File: src/rtl/write_burst_pkg.sv
// write_burst_pkg -- shared definitions for the burst write engine.
// Holds the memory command codes, burst geometry (beat count, address
// step, payload/beat/address widths) and the engine state encoding.
package write_burst_pkg;

  // Memory controller command codes
  localparam logic [2:0] MEM_WRITE_CMD = 3'b000;
  localparam logic [2:0] MEM_READ_CMD  = 3'b001;
  localparam int         CMD_W         = 3;

  // Burst geometry
  localparam int BURST_BEATS     = 6;
  localparam int BURST_ADDR_STEP = 8;
  localparam int BEAT_W          = 128;
  localparam int DATA_W          = BURST_BEATS * BEAT_W;  // 768
  localparam int ADDR_W          = 31;
  localparam int BEAT_CNT_W      = 3;

  typedef enum logic [1:0] {
    ST_IDLE = 2'd0,
    ST_DATA = 2'd1,
    ST_CMD  = 2'd2,
    ST_DONE = 2'd3
  } state_t;

endpackage

File: src/rtl/write_burst.sv
// write_burst -- splits one 768-bit write request into six 128-bit
// data/command pairs toward a memory controller.
//
// Ports:
//   clk, reset            clock, synchronous active-low reset
//   write                 one-cycle request, sampled while busy=0
//   address_in            31-bit start address, captured with write
//   write_data_in         768-bit payload, captured with write
//   busy                  burst in flight (DATA/CMD states)
//   done                  one-cycle pulse after the last command is taken
//   write_data_out        current 128-bit beat
//   write_data_enable     beat valid toward the write-data FIFO
//   write_data_end        mirrors write_data_enable (single-beat transfers)
//   write_data_ready      FIFO accepts the beat
//   write_address_enable  command valid toward the controller
//   write_command         WRITE_CMD while a command is valid, else 0
//   address_out           current beat address
//   command_ready         controller accepts the command
//
// Every output is a flop; each transition loads the outputs that belong to
// the state being entered, so data and command are never valid together.
module write_burst
  import write_burst_pkg::*;
#(
  parameter int         BEATS     = BURST_BEATS,    // only 6 is supported
  parameter int         ADDR_STEP = BURST_ADDR_STEP,
  parameter logic [2:0] WRITE_CMD = MEM_WRITE_CMD
) (
  input  logic              clk,
  input  logic              reset,
  input  logic              write,
  input  logic [ADDR_W-1:0] address_in,
  input  logic [DATA_W-1:0] write_data_in,
  output logic              busy,
  output logic              done,
  output logic [BEAT_W-1:0] write_data_out,
  output logic              write_data_enable,
  output logic              write_data_end,
  input  logic              write_data_ready,
  output logic              write_address_enable,
  output logic [CMD_W-1:0]  write_command,
  output logic [ADDR_W-1:0] address_out,
  input  logic              command_ready
);

  localparam logic [BEAT_CNT_W-1:0] LAST_BEAT = BEAT_CNT_W'(BEATS - 1);
  localparam logic [ADDR_W-1:0]     STEP      = ADDR_W'(ADDR_STEP);

  state_t                state;
  logic [BEAT_CNT_W-1:0] beat;
  logic [BEAT_CNT_W-1:0] beat_nxt;
  logic [ADDR_W-1:0]     addr_q;    // address of the current beat
  logic [DATA_W-1:0]     payload_q;

  assign beat_nxt = beat + 1'b1;

  always_ff @(posedge clk) begin
    if (!reset) begin
      state                <= ST_IDLE;
      beat                 <= '0;
      addr_q               <= '0;
      payload_q            <= '0;
      busy                 <= 1'b0;
      done                 <= 1'b0;
      write_data_out       <= '0;
      write_data_enable    <= 1'b0;
      write_data_end       <= 1'b0;
      write_address_enable <= 1'b0;
      write_command        <= 3'b000;
      address_out          <= '0;
    end else begin
      done <= 1'b0;
      case (state)
        // DONE already shows busy=0, so a request there is legal and
        // yields back-to-back bursts with a single idle busy cycle.
        ST_IDLE, ST_DONE: begin
          if (write) begin
            addr_q            <= address_in;
            payload_q         <= write_data_in;
            beat              <= '0;
            state             <= ST_DATA;
            busy              <= 1'b1;
            write_data_enable <= 1'b1;
            write_data_end    <= 1'b1;
            write_data_out    <= write_data_in[BEAT_W-1:0];
          end else begin
            state <= ST_IDLE;
            busy  <= 1'b0;
          end
        end

        ST_DATA: begin
          if (write_data_ready) begin
            state                <= ST_CMD;
            write_data_enable    <= 1'b0;
            write_data_end       <= 1'b0;
            write_data_out       <= '0;
            write_address_enable <= 1'b1;
            write_command        <= WRITE_CMD;
            address_out          <= addr_q;
          end
        end

        ST_CMD: begin
          if (command_ready) begin
            write_address_enable <= 1'b0;
            write_command        <= 3'b000;
            address_out          <= '0;
            if (beat == LAST_BEAT) begin
              state <= ST_DONE;
              busy  <= 1'b0;
              done  <= 1'b1;
            end else begin
              beat              <= beat_nxt;
              addr_q            <= addr_q + STEP;  // wraps mod 2^31
              state             <= ST_DATA;
              write_data_enable <= 1'b1;
              write_data_end    <= 1'b1;
              write_data_out    <= payload_q[beat_nxt*BEAT_W +: BEAT_W];
            end
          end
        end

        default: state <= ST_IDLE;
      endcase
    end
  end

endmodule
File: config.mk
export PLATFORM = sky130hd
export DESIGN_NAME = write_burst
export DESIGN_NICKNAME = d
export VERILOG_FILES = /design/src/rtl/write_burst_pkg.sv /design/src/rtl/write_burst.sv
export SDC_FILE = /design/constraint.sdc
export NUM_CORES = 2
export LEC_CHECK = 0
export BUFFER_PORTS_ARGS = -buffer_cell sky130_fd_sc_hd__buf_2
export CAP_MARGIN = 15
export CORE_AREA = 2 2 383 385
export CTS_CLUSTER_DIAMETER = 150
export DETAILED_ROUTE_END_ITERATION = 8
export DIE_AREA = 0 0 385 387
export PLACE_DENSITY = 0.54
export SLEW_MARGIN = 15
export SYNTH_ARGS = -nofsm -noshare
export SYNTH_HDL_FRONTEND = slang
export SYNTH_SLANG_ARGS = --single-unit
File: constraint.sdc
create_clock -name clk -period 3.19 [get_ports clk]
set_clock_uncertainty 0.1 [all_clocks]
set_input_delay 0.638 -clock clk [delete_from_list [all_inputs] [get_ports clk]]
set_output_delay 0.638 -clock clk [all_outputs]
set_load 0.01 [all_outputs]
### Yosys cells after proc, flatten, opt, wreduce, memory -nomap -nowiden

Cells that the tools add are included.

* flip-flop bits (word level): 970
* latch bits: 0
* memory bits (writable): 0
* memory bits (read-only): 0
* input port bits: 804
* output and inout port bits: 167
* memories: 0

* add/subtract/negate cells: 2
* multipliers: 0
* divide/modulo/power cells: 0
* order comparisons: 0
* equality and inequality tests: 9
* shift operators: 1
* multiplexer cells: 37
* bitwise operators: 0
* reduce and logical (&&, ||, !) cells: 11

Operators by type and width (count)
* indexed part select 768 x 11 -> 128 bit: 1
* 2-to-1 mux 128 bit: 4
* one-hot mux 128 bit (3 select lines): 1
* 2-to-1 mux 31 bit: 5
* one-hot mux 31 bit (2 select lines): 2
* adder 31 x 4 -> 31 bit, second input constant: 1
* 2-to-1 mux 3 bit: 5
* one-hot mux 3 bit (2 select lines): 2
* 2-to-1 mux 1 bit: 11
* != test 2 bit, second input constant: 5
* AND reduction 3 bit: 3
* AND reduction 4 bit: 2
* 2-to-1 mux 2 bit: 3
* one-hot mux 2 bit (3 select lines): 1
* == test 2 bit, second input constant: 2
* one-hot mux 1 bit (2 select lines): 2
* AND reduction 2 bit: 2
* nonzero test 2 bit: 2
* adder 3 x 1 -> 3 bit, second input constant: 1
* == test 3 bit, second input constant: 1
* one-hot mux 1 bit (3 select lines): 1
* == test 2 x 1 -> 1 bit, second input constant: 1
* zero test 2 bit: 1
* OR reduction 2 bit: 1

### Logic depth before layout (Yosys ltp)

* depth in word-level cells: 5
* depth in mapped cells: 9
* depth with buffers taken out: 7

### Worst setup path after synthesis

Ideal clock, no wire load.

* kind: register -> register
* start: register beat[1]
* end: register write_data_out[0]
* setup time: 133 ps
* arrival: 1994 ps
* slack: 964 ps
* cell stages (with the launch flop): 8
* buffers on the path: 2
* period minus slack after synthesis: 2226 ps
* path through: dfxtp_1 > inv_1 > ha_1 > clkbuf_1 > clkbuf_1 > mux4_2 > a222oi_1 > a21oi_1

* cells in the longest elaborated chain, start to end: 5

Ends and longest elaborated chain
* start, declared: line write_burst.sv:50 `logic [BEAT_CNT_W-1:0] beat;`
* start signal, assigned: line write_burst.sv:114 `beat <= beat_nxt;`
* adder 3 x 1 -> 3 bit: line write_burst.sv:55 `assign beat_nxt = beat + 1'b1;`
* indexed part select 768 x 11 -> 128 bit: line write_burst.sv:119 `write_data_out <= payload_q[beat_nxt*BEAT_W +: BEAT_W];`
* 2-to-1 mux 128 bit: line write_burst.sv:109 `if (beat == LAST_BEAT) begin`
* 2-to-1 mux 128 bit: line write_burst.sv:105 `if (command_ready) begin`
* one-hot mux 128 bit (3 select lines): line write_burst.sv:73 `case (state)`
* end signal, assigned: line write_burst.sv:85 `write_data_out <= write_data_in[BEAT_W-1:0];`
* end signal, assigned: line write_burst.sv:119
* end, declared: line write_burst.sv:36 `output logic [BEAT_W-1:0] write_data_out,`

Parallel ways exist; a longest one is shown, timed or not. The select of a mux whose other input is x is not followed.
A chain may end at the register's enable or synchronous reset.

### Final worst setup path

* start: register beat[0]
* end: register write_data_out[31]

Same word-level chain as after synthesis.

==> impl_metrics.toml <==
[synthesis]
synth_top_area_share_pct = 48.7
synth_cell_type_count = 55
ys.flop_type = "dfxtp_1"
yosys.area_share.adder_pct = 0.189
synth_mux_area_share_pct = 11.1
synth_area_leaders = "dfxtp_1 (49%), nand2_1 (15%), a21oi_1 (12%)"
ys_ff_latch = 967
synth-async-reset-ratio_pct = 0
synth_cells = 4703
synth_area_per_cell_um2 = 8.46
synth_top_family_by_area = "compound AO/OA/AOI/OAI gates"
synth_warnings = 0
synth_top_cell_by_area = "dfxtp_1"
ys_seq_area_share_pct = 48.7
synth_xor_xnor_area_share_pct = 0.0220
synth_compound_area_share_pct = 17.8
synth_edf_count = 0
synthSimpleGateAreaFrac_pct = 17.6
synth.cell_area_um2 = 39800

[floorplanning]
die_x_um = 385
dieArea_um2 = 149000
die_height_um = 387
io_pins = 971
start_util_pct = 27.5
row_count = 140
core-area_um2 = 145000

[timing]
final-hold-violation-count = 0
fin_crit_sh_pct = 82.0
totalNegativeSetupSlack_ns = 0
maxSlewViolCount = 0
tightest_slew_ns = 0.823
slew_headroom_pct = 45.1
setup_violations = 0
max_freq_mhz = 382
rsz0062_at_grt = "no"
post-route-min-period_ns = 2.62

[global_route]
grt_pass1_wl_um = 253000
grt_start_max_net_pins = 151
overflow = 0
track_usage_pct = 22.3
grt_pass1_vias = 39200
antenna_found_initial = 75

[drt]
routed_via_density = 5.05
drtIter0Drc = 3341
postRouteAntennaNets = 0
vias = 40100
wl_per_cell_um = 21.9
remaining_drc_errors = 12
wl_um = 174000
firstDrtPassIters = 9

[pwr]
power.leakage_nw = 22.3
vdd_drop_max_mv = 0.493
total_power_mw = 32.0
powerDensity_nw_per_um2 = 581

[hold_path]
hp-start = "write_data_in[578]"
min_path_type = "primary input to flip-flop"

[critical_path]
path_max_fanout = 82
endpoint_kind = "flip-flop"
r2r_start = "beat[0]"
required_ns = 3.73
cp_data_arrival_time_ns = 3.15
critPathKind = "flip-flop to flip-flop"
crit_start = "beat[0]"
critPathLaunchType = "flip-flop"
r2r_slack_ns = 0.57

[run_status]
outcome = "finished with violations"
failed_checks = "DRC"

[flow_run]
cap_violations = 0

[clock_network]
clkLatencyLatePin_ns = 0.74
h-tree-depth = 3
cts_sinks = 967
cts_made_buffers = 113
postCtsResizedCells = 0
path_clk_slew_ns = 0.06
cts_tree = "done"
cts_setup_buffers = 0
ctsLongestPathBuffers = 3
cts_root_buf = "clkbuf_16"

[cells_and_area]
nets = 6714
stdcell_area_um2 = 55100
syn2layout_area_growth_pct = 38.5
final_util_pct = 38.0
layout-drive-gt1-share_pct = 25.6

[placed_design]
dp_hpwl_um = 122000
io_buffers = 967
gp_routability_congestion = 0.921
place_area_um2 = 46800
==> cells in the mapped netlist, types with 26 or more instances <==
| library cell | instances |
|---|---|
| a21oi_1 | 960 |
| a222oi_1 | 128 |
| buf_2 | 101 |
| clkbuf_1 | 295 |
| dfxtp_1 | 967 |
| mux2_2 | 129 |
| mux4_2 | 128 |
| nand2_1 | 1562 |
| nand3_1 | 31 |
| nor2_1 | 60 |
| nor3b_1 | 26 |
| o21ai_0 | 147 |
==> path summary, 6_finish.rpt <==
kind,end,cells past startpoint
max,write_data_out[31],7
min,payload_q[578],3
max reg2reg,write_data_out[31],7
min reg2reg,payload_q[522],2
==> flip-flops by register name, summed over array words and instances, names as in the netlist <==
name	count
addr_q	31
address_out	31
beat	3
busy	1
done	1
payload_q	768
state	2
write_address_enable	1
write_data_end	1
write_data_out	128
==> logic make-up (layout without fill, tap and decap cells) <==
| group | Yosys count | after routing |
|---|---|---|
| DFF | 967 | 967 |
| other | 1 | 39 |
| adders and majority gates | 6 | 6 |
| xor gates and xnor gates | 1 | 1 |
| AOI/OAI and AO/OA | 1268 | 1268 |
| and+or+nand+nor | 1760 | 1760 |
| buffers and inverters | 433 | 1723 |
| muxes | 267 | 267 |
==> per-layer routing <==
| layer | up-vias | wire length, um | track usage (%) |
|---|---|---|---|
| met3 | 395 | 12700 | 4.74 |
| li1 | 18700 | - | - |
| met4 | 36 | 8090 | 11.0 |
| met1 | 19300 | 72900 | 28.3 |
| met2 | 1655 | 80100 | 35.9 |
| met5 | - | 231 | 0 |
==> layout by cell type, fill, tap and decap left out, types with 36 or more instances in the layout <==
cell type and instances:
o21ai_0 147, a21oi_1 960, buf_4 55, dfxtp_1 966
buf_2 966, clkbuf_16 113, nor2_1 60, a222oi_1 128
buf_12 56, diode_2 36, dlygate4sd3_1 428, nand2_1 1561
mux2_2 129, mux4_2 128
==> critical path: stages, from the launching register on <==
cell	delay, ns
dfxtp_4	0.37
buf_12	0.29
ha_1	0.26
xor2_1	0.24
and4b_4	0.32
buf_12	0.31
a222oi_1	0.15
a21oi_1	0.18
==> layout make-up <==
class,instances,area [um^2]
Antenna cell,36,90.1
Clock inverter,40,577
Sequential cell,967,19400
Multi-Input combinational cell,3305,18700
Fill cell,14800,89800
Clock buffer,166,3310
Timing Repair Buffer,1506,10700
Tap cell,1917,2400
Inverter,11,48.8
==> per-stage QoR <==
stage	hold slack, ns	setup WS [ns]	cells
floorplan	0.333	0.964	4705
finish	0.0490	0.573	7948
CTS	0.000109	0.622	7912
detailed placement	0.343	0.619	7278
global placement	0.338	0.637	7278
global route	0.0309	0.488	7942
==> report_power, final <==
group | internal [mW] | leakage, nW | switching [mW]
Combinational | 2.09 | 12.4 | 2.81
Clock | 7.87 | 1.90 | 5.58
Sequential | 13.0 | 7.96 | 0.634
==> what timing repair did <==
action                                 4_1_cts  5_1_grt
setup endpoints to repair                    0        0
endpoints found under the hold margin      428        0
hold buffers                               428        0
Power figures use the tool's default switching activity.
